--- config.mk ---
export PLATFORM = sky130hd
export DESIGN_NAME = alu_wb_stage
export DESIGN_NICKNAME = d
export VERILOG_FILES = /design/src/rtl/alu_wb_stage.sv
export SDC_FILE = /design/constraint.sdc
export NUM_CORES = 1
export LEC_CHECK = 0
export BUFFER_PORTS_ARGS = -buffer_cell sky130_fd_sc_hd__buf_2
export CAP_MARGIN = 30
export CORE_ASPECT_RATIO = 1.25
export CORE_MARGIN = 2
export CORE_UTILIZATION = 40
export CTS_CLUSTER_SIZE = 14
export DETAILED_ROUTE_END_ITERATION = 16
export PLACE_DENSITY = 0.65
export REMOVE_ABC_BUFFERS = 1
export SETUP_SLACK_MARGIN = 0.4
export SYNTH_ARGS = -nofsm -noshare
export SYNTH_HDL_FRONTEND = slang
export SYNTH_SLANG_ARGS = --single-unit
--- constraint.sdc ---
create_clock -name clk -period 5.15 [get_ports clk]
set_input_delay 1.03 -clock clk [delete_from_list [all_inputs] [get_ports clk]]
set_output_delay 1.03 -clock clk [all_outputs]
set_load 0.05 [all_outputs]
--- src/rtl/alu_wb_stage.sv ---
// Execute-to-writeback stage: buffers packed ALU words in a small FIFO,
// owns the architectural S/Z/C/V flag register and resolves branch conditions.
module alu_wb_stage #(
  parameter int unsigned DW    = 16,
  parameter int unsigned RW    = 3,
  parameter int unsigned DEPTH = 2
) (
  input  logic                     clk,
  input  logic                     rst,
  input  logic                     in_valid,
  output logic                     in_ready,
  input  logic [DW+3:0]            in_word,
  input  logic [RW-1:0]            in_rd,
  input  logic                     in_we,
  input  logic                     in_flag_en,
  output logic                     wb_valid,
  input  logic                     wb_ready,
  output logic [DW-1:0]            wb_data,
  output logic [RW-1:0]            wb_rd,
  output logic                     wb_we,
  output logic                     flag_s,
  output logic                     flag_z,
  output logic                     flag_c,
  output logic                     flag_v,
  input  logic [2:0]               cond,
  output logic                     taken,
  output logic [$clog2(DEPTH):0]   count
);

  localparam int unsigned PW = $clog2(DEPTH);
  localparam int unsigned CW = $clog2(DEPTH) + 1;

  // Flag bit positions inside the packed word {C,Z,V,S,result}
  localparam int unsigned S_BIT = DW;
  localparam int unsigned V_BIT = DW + 1;
  localparam int unsigned Z_BIT = DW + 2;
  localparam int unsigned C_BIT = DW + 3;

  logic [DW-1:0] mem_data [DEPTH];
  logic [RW-1:0] mem_rd   [DEPTH];
  logic          mem_we   [DEPTH];

  logic [PW-1:0] wr_ptr;
  logic [PW-1:0] rd_ptr;
  logic [CW-1:0] count_nxt;
  logic          push;
  logic          pop;

  // Handshake qualification; in_ready/wb_valid are registered so this is glitch-free
  always_comb begin
    push = in_valid & in_ready;
    pop  = wb_valid & wb_ready;
  end

  // Next occupancy from the push/pop pair
  always_comb begin
    count_nxt = count;
    case ({push, pop})
      2'b10:   count_nxt = count + CW'(1);
      2'b01:   count_nxt = count - CW'(1);
      default: count_nxt = count;
    endcase
  end

  // Occupancy, pointers and the registered handshake outputs
  always_ff @(posedge clk or posedge rst) begin
    if (rst) begin
      count    <= '0;
      wr_ptr   <= '0;
      rd_ptr   <= '0;
      in_ready <= 1'b1;
      wb_valid <= 1'b0;
    end else begin
      count    <= count_nxt;
      in_ready <= (count_nxt < CW'(DEPTH));
      wb_valid <= (count_nxt != '0);
      if (push) wr_ptr <= wr_ptr + PW'(1);
      if (pop)  rd_ptr <= rd_ptr + PW'(1);
    end
  end

  // Entry storage; contents are don't-care after reset so no reset is needed
  always_ff @(posedge clk) begin
    if (push) begin
      mem_data[wr_ptr] <= in_word[DW-1:0];
      mem_rd[wr_ptr]   <= in_rd;
      mem_we[wr_ptr]   <= in_we;
    end
  end

  // Flags update at accept time so branch resolution follows issue order
  always_ff @(posedge clk or posedge rst) begin
    if (rst) begin
      flag_s <= 1'b0;
      flag_v <= 1'b0;
      flag_z <= 1'b0;
      flag_c <= 1'b0;
    end else if (push && in_flag_en) begin
      flag_s <= in_word[S_BIT];
      flag_v <= in_word[V_BIT];
      flag_z <= in_word[Z_BIT];
      flag_c <= in_word[C_BIT];
    end
  end

  // Head presentation; write enable is suppressed while the FIFO is empty
  always_comb begin
    wb_data = mem_data[rd_ptr];
    wb_rd   = mem_rd[rd_ptr];
    wb_we   = wb_valid & mem_we[rd_ptr];
  end

  // Branch condition decode from the flag register only
  always_comb begin
    taken = 1'b0;
    case (cond)
      3'b000: taken = flag_z;
      3'b001: taken = flag_s ^ flag_v;
      3'b010: taken = flag_z | (flag_s ^ flag_v);
      3'b011: taken = ~flag_z;
      3'b100: taken = flag_c;
      3'b101: taken = flag_v;
      3'b110: taken = 1'b1;
      3'b111: taken = 1'b0;
      default: taken = 1'b0;
    endcase
  end

endmodule

* Word level (Yosys, flattened, before mapping) *
Memories as Yosys holds them, arrays and structs flattened.
Index checks and enable logic that the tools add are counted.

word-level totals
  bits in registers = 10
  bits in writable memories = 40
  input bits = 32
  output and inout bits = 29
  memories kept = 3

memories
  name      depth  width  rd ports  clocked after memory_dff  write ports  line  text
  mem_data  2      16     1         0                         1            39    logic [DW-1:0] mem_data [DEPTH];
  mem_rd    2      3      1         0                         1            40    logic [RW-1:0] mem_rd [DEPTH];
  mem_we    2      1      1         0                         1            41    logic mem_we [DEPTH];

operators by class
  $add $sub $neg = 4
  magnitude comparators = 1
  equal/unequal tests = 9
  multiplexer cells = 4
  bitwise gates (word level) = 6
  reduce and logical (&&, ||, !) cells = 3

operator list
  kind                   number
  $eq A3 B3 Y1 const B   4
  $pmux W1 S8            1
  $eq A3 B2 Y1 const B   2
  $pmux W2 S2            1
  $and A1 B1 Y1          3
  $eq A3 B1 Y1 const B   1
  $logic_not A3 Y1       1
  $add A1 B1 Y1 const B  2
  $add A2 B1 Y2 const B  1
  $eq A2 B1 Y1 const B   1
  $eq A2 B2 Y1 const B   1
  $lt A2 B2 Y1 const B   1
  $mux W1                2
  $reduce_bool A2 Y1     1
  $sub A2 B1 Y2 const B  1
  $logic_and A1 B1 Y1    1
  $not A1 Y1             1
  $or A1 B1 Y1           1
  $xor A1 B1 Y1          1

* Logic depth before layout (Yosys ltp) *
Gate-level depths: netlist of run 1.

  depth in word-level cells = 4
  mapped depth = 5

* Worst setup path after synthesis of run 1 *
Ideal clock, no wire load.

  kind = input -> output
  start point = input cond[1]
  end point = output taken
  arrival = 1,802 ps
  path slack = 2,318 ps
  cell stages on the path = 3
  path through = or2b_1 > a31oi_1 > o211a_1

between the ends
  longest elaborated chain between the ends = 2
  elaborated cells between the ends (all ways) = 9

RTL lines
  item                                        line  text
  start, declared                             25    input logic [2:0] cond,
  $eq A3 B3 Y1, or another cell as far along  116   case (cond)
  $pmux W1 S8 *                               116
  end, declared                               26    output logic taken,

Every way passes the cells marked *; elsewhere a longest branch is shown, timed or not.

* Worst setup path in the final report of run 1 *
Same ends and word-level chain as after synthesis.

==> results_dict.tcl, run 1 <==
set metrics [dict create \
    cp_data_required_time_ps 4120 \
    initial_core_util_pct 41.16 \
    criticalPathCategory "input port to output pin" \
    worst_setup_path_end_kind "output pin" \
    cp-start-kind "input port" \
    grt-ovfl-total 0 \
    grt_start_max_net_pins 22 \
    min_period_over_period_pct 57.94 \
    ir_drop_v 0.0003641 \
    ios 61 \
    clock_latency_ps 290 \
    path_cells "buf_2 > or2b_1 > a31oi_1 > o211a_1 > buf_2" \
    core-area_um2 4730 \
    wire_per_inst_um 14.06 \
    layout-drive-gt1-share_pct 54.91 \
    slew_headroom_pct 36.78 \
    cp_slowest_cell "buf_2" \
    grt_use_total_pct 12.47 \
    clk_path_buf_depth 2 \
    die_y_um 82 \
    cts_buffers 5 \
    rows 28 \
    die-area_um2 5445 \
    fin_nets 205 \
    drt-pass1-iter-count 4 \
    tightest_slew_ps 948.3 \
    synthCells 106 \
    holdPathStages 1 \
    path_common_cell "buf_2" \
    port_buffers 60 \
    maxSlewViolCount 0 \
    final_util_pct 50.95 \
    hold_buffers 0 \
    place.gp.congestion 0.6102 \
    synth_seq_cells 50 \
    grt_pass1_wl_mm 4.954 \
    critPathMaxStageDelay_ps 250 \
    fmax_mhz 335.1 \
    num_vias 1120 \
    drt_wl_total_mm 3.275 \
    holdWs_ps 517.3 \
    grt_antenna_before_repair 0 \
    die_x_um 66.40 \
    hold_path.class "flop to flop" \
    drt_iter0_markers 39 \
    ys_warn_count 0 \
    arrival_ps 1950 \
    cts_sinks 50 \
    period_needed_ps 2984 \
    reg2regPathDepth 1 \
    cts_setup_buffers 0 \
    avgSynthCellArea_um2 18.37 \
    p_per_area_nw_per_um2 644.8 \
    tns_ps 0 \
    cts_resized 0 \
    final_hold_viol_count 0 \
    path_clk_slew_ps 80 \
    cts_tree "built" \
    maxCapViolCount 0 \
    root_buffer "clkbuf_8" \
    dp_hpwl_mm 2.413 \
    rsz0062_at_grt "false" \
    postRouteAntennaNets 0 \
    setup_viol 0 \
    drc 0 \
    via_per_inst 4.807 \
    synth.distinct_cells 25 \
    antenna-diode-count 0 \
    areaGrowthSynthToFinish_pct 23.78 \
    syn_area_um2 1947 \
    ys_seq_area_share_pct 74.61 \
    skew_ps 7.588 \
    crit_path_max_fanout 6 \
    leakage_nw 0.9545 \
    status "completed" \
    cts_max_level 2 \
    grt_pass1_vias 1117 \
]
-- synth_stat cells --
cell type | n | area (um2)
a31oi_1 | 2 | 12.51
a32oi_1 | 1 | 8.760
and2_1 | 1 | 6.260
and3_1 | 1 | 6.260
and3_2 | 1 | 7.510
buf_4 | 2 | 15.01
dfrtp_1 | 9 | 225.2
dfstp_2 | 1 | 26.28
edfxtp_1 | 40 | 1201
ha_1 | 1 | 12.51
inv_1 | 2 | 7.510
mux2_2 | 23 | 259.0
mux2i_1 | 2 | 20.02
nand2_1 | 1 | 3.750
nand3_1 | 1 | 5.000
nor2_1 | 3 | 11.26
nor2_2 | 1 | 6.260
nor2b_1 | 1 | 6.260
nor3_1 | 1 | 5.000
nor4b_1 | 2 | 17.52
o211a_1 | 1 | 10.01
o21ai_0 | 1 | 5.000
or2b_1 | 1 | 7.510
xnor2_1 | 4 | 35.03
xor2_1 | 3 | 26.28
-- per-layer routing --
layer  track usage, %  up-vias  routed length (um)
li1                 -      532                   -
met1            13.83      538                1251
met2            22.20       45                1741
met3            4.658        5                 240
met4            3.673        0                  42
met5                0        -                   0
-- cell usage in the layout, fill, tap and decap left out, types with 2 or more instances in the layout --
master,synthesis,final
buf_2,0,60
edfxtp_1,40,40
mux2_2,23,23
dfrtp_1,9,9
clkbuf_8,0,5
xnor2_1,4,4
xor2_1,3,3
mux2i_1,2,2
nor2_1,3,2
nor4b_1,2,2
a31oi_1,2,2
nor2_2,1,2
inv_1,2,2
-- power by group --
| group | switching [mW] | leakage, nW | total [mW] | internal, mW |
|---|---|---|---|---|
| sequential | 0.0853 | 0.482 | 0.634 | 0.549 |
| combinational | 0.496 | 0.431 | 0.709 | 0.213 |
| clock | 0.118 | 0.0416 | 0.211 | 0.0930 |
-- kinds of logic after synthesis --
family,count (synthesis),synth area share (%)
adders and majority gates,1,0.6426
DFF,50,74.61
buffers and inverters,4,1.157
muxes,25,14.33
and+or+nand+nor,14,4.242
AOI/OAI and AO/OA,5,1.864
xor gates and xnor gates,7,3.149
-- final cells by class --
| class | instances | area (um2) |
|---|---|---|
| Clock buffer | 5 | 68.82 |
| Clock inverter | 3 | 16.27 |
| Fill cell | 433 | 2320 |
| Inverter | 2 | 7.507 |
| Multi-Input combinational cell | 52 | 474.2 |
| Sequential cell | 50 | 1453 |
| Tap cell | 60 | 75.07 |
| Timing Repair Buffer | 61 | 315.3 |
-- state kept, by name (all words and copies together) (netlist names) --
| register | cells |
|---|---|
| flag_c | 1 |
| mem_we | 2 |
| wr_ptr | 1 |
| flag_v | 1 |
| rd_ptr | 1 |
| count | 2 |
| in_ready | 1 |
| flag_s | 1 |
| flag_z | 1 |
| mem_rd | 6 |
| wb_valid | 1 |
| mem_data | 32 |
-- critical path: cells and delay by family --
kind	cells	cell delay, ps
compound gates	2	320
buf+inv	2	380
simple gates	1	220
-- per-stage QoR --
step | cells | area (um2) | total power, mW | setup slack [ps]
after floorplan | 104 | 1932 | 1.188 | 2319
after global placement | 224 | 2310 | 1.338 | 2205
after detailed placement | 225 | 2325 | 1.361 | 2167
after CTS | 233 | 2410 | 1.574 | 2167
after global routing | 233 | 2410 | 1.633 | 2107
final | 233 | 2410 | 1.554 | 2166
-- worst paths after layout --
kind                           from      endpoint  slack (ps)
max reg2reg                in_ready  mem_rd[1][1]        3430
min reg2reg                  wr_ptr        wr_ptr         520
min                          wr_ptr        wr_ptr         520
max                         cond[1]         taken        2170
min in group asynchronous       rst      count[1]         690
max in group asynchronous       rst      in_ready        4150
(Power assumes the default switching activity.)
==> run 2, diff against run 1 <==
==> constraint.sdc (replaced) <==
create_clock -name clk -period 3.1 [get_ports clk]
set_input_delay 0.62 -clock clk [delete_from_list [all_inputs] [get_ports clk]]
set_output_delay 0.62 -clock clk [all_outputs]
set_load 0.05 [all_outputs]
==> run 2 against run 1 <==
Die area did not move. Global-route usage fell by 0.20 points. Design area rose by 0.57%. Utilization rose by 0.29 points. Register-to-register slack got worse by 2000 ps. Clock-buffer cell count rose by 2. Flip-flop and latch count did not move. Sequential power rose by 66%. Largest cell class unchanged.
==> results_dict.tcl, run 2 (synthesis results as in run 1) <==
set metrics [dict create \
    cts_tree "built" \
    p_seq_share_pct 39.8 \
    largest_reg_flops 32 \
    tns_ps 0 \
    final_cell_mix "60 x buf_2, 40 x edfxtp_1, 23 x mux2_2" \
    ir_drop_v 0.0007303 \
    cts_setup_buffers 0 \
    setup_viol 0 \
    hold_buffers 0 \
    postRouteAntennaNets 0 \
    cts_sinks 50 \
    layout-drive-gt1-share_pct 54.34 \
    clk_path_buf_depth 2 \
    via_per_inst 4.751 \
    period_needed_ps 2470 \
    holdWs_ps 289.4 \
    die-area_um2 5445 \
    skew_ps 5.909 \
    reg2regPathDepth 1 \
    crit_path_max_fanout 21 \
    worstReg2RegStart "in_ready" \
    criticalPathCategory "flop to output pin" \
    grt_use_total_pct 12.27 \
    nFillCells 426 \
    clock_latency_ps 290 \
    hold_path.class "input port to async pin" \
    largest-register "mem_data" \
    clkPwrFrac_pct 16.0 \
    leakage_nw 0.9634 \
    antenna-diode-count 0 \
    maxSlewViolCount 0 \
    status "completed" \
    ios 61 \
    drt_wl_total_mm 3.221 \
    path_clk_slew_ps 80 \
    min_period_over_period_pct 79.67 \
    die_y_um 82 \
    grt_pass1_vias 1103 \
    place.gp.congestion 0.6327 \
    fin_nets 205 \
    comb_power_share_pct 44.2 \
    grt_antenna_before_repair 0 \
    num_vias 1107 \
    slew_headroom_pct 39.50 \
    arrival_ps 1850 \
    final-seq-area_um2 1453 \
    biggestRegsByFlops "mem_data: 32 flops, mem_rd: 6 flops" \
    drt_iter0_markers 66 \
    cts_buffers 5 \
    initial_core_util_pct 41.16 \
    maxCapViolCount 0 \
    cts_resized 0 \
    fmax_mhz 404.9 \
    p_sw_share_pct 43.36 \
    core-area_um2 4730 \
    cts_max_level 2 \
    grt_pass1_wl_mm 4.823 \
    drc 0 \
    rsz0062_at_grt "false" \
    rr_endpoint "mem_data[1][2]" \
    drt-pass1-iter-count 4 \
    areaGrowthSynthToFinish_pct 24.49 \
    switchingPower_mw 1.149 \
    post-route-cell-area_um2 2424 \
    cp_data_required_time_ps 2480 \
    final_util_pct 51.24 \
    port_buffers 60 \
    root_buffer "clkbuf_8" \
    grt-ovfl-total 0 \
    dp_hpwl_mm 2.384 \
    tightest_slew_ps 907.5 \
    cp-start-kind "flop" \
    grt_start_max_net_pins 22 \
    die_x_um 66.40 \
    final_hold_viol_count 0 \
    p_per_area_nw_per_um2 1094 \
    rrSetupSlack_ps 1410 \
    rows 28 \
    final_common_cell "buf_2" \
    p_int_mw 1.502 \
    worst_setup_path_end_kind "output pin" \
    wire_per_inst_um 13.82 \
    multi_input_area_um2 474.2 \
    placed_cell_area_um2 2317 \
]
## run 2: worst max-delay path: stages (launching register included)
cell and delay [ps]:
dfrtp_1 930, mux2_2 420, buf_2 210
## run 2: metal layers
| metal | vias up | part of all wire (%) | track usage, % | wire, um |
|---|---|---|---|---|
| met5 | - | 0 | 0 | 0 |
| met4 | 0 | 1.3 | 4.286 | 43 |
| met3 | 6 | 7.0 | 4.795 | 226 |
| met2 | 44 | 54 | 22.50 | 1728 |
| met1 | 527 | 38 | 12.57 | 1223 |
| li1 | 530 | - | - | - |
## run 2: layout make-up
cell class                      count  area share (%)
Sequential cell                    50           59.94
Clock inverter                      1           1.239
Tap cell                           60           3.098
Multi-Input combinational cell     52           19.57
Inverter                            2          0.3098
Timing Repair Buffer               61           12.70
Clock buffer                        7           3.149
## run 2: how the worst max path moves through the flow
stage / startpoint / to / slack [ps] / cells past startpoint
2_1_floorplan: rd_ptr / wb_we / 880 / 2
5_1_grt: rd_ptr / wb_we / 480 / 3
3_5_place_dp: rd_ptr / wb_data[4] / 900 / 2
4_1_cts: rd_ptr / wb_data[4] / 570 / 2
3_3_place_gp: rd_ptr / wb_data[0] / 940 / 2
6_report: rd_ptr / wb_data[15] / 630 / 2
## run 2: power by group through the flow
stage               Sequential (mW)  Combinational, mW  Clock (mW)
floorplan                      1.22              0.756           0
global placement               1.06               1.17           0
detailed placement             1.07               1.18           0
CTS                            1.06               1.19       0.445
global route                   1.08               1.23       0.469
finish                         1.05               1.17       0.425
## run 2: metrics by stage
step	total power, mW	std cells	setup WS [ps]
finish	2.651	233	630.1
detailed placement	2.259	225	898.5
floorplan	1.974	104	880.3
global route	2.776	233	483.8
global placement	2.227	225	935.4
CTS	2.691	233	567.2
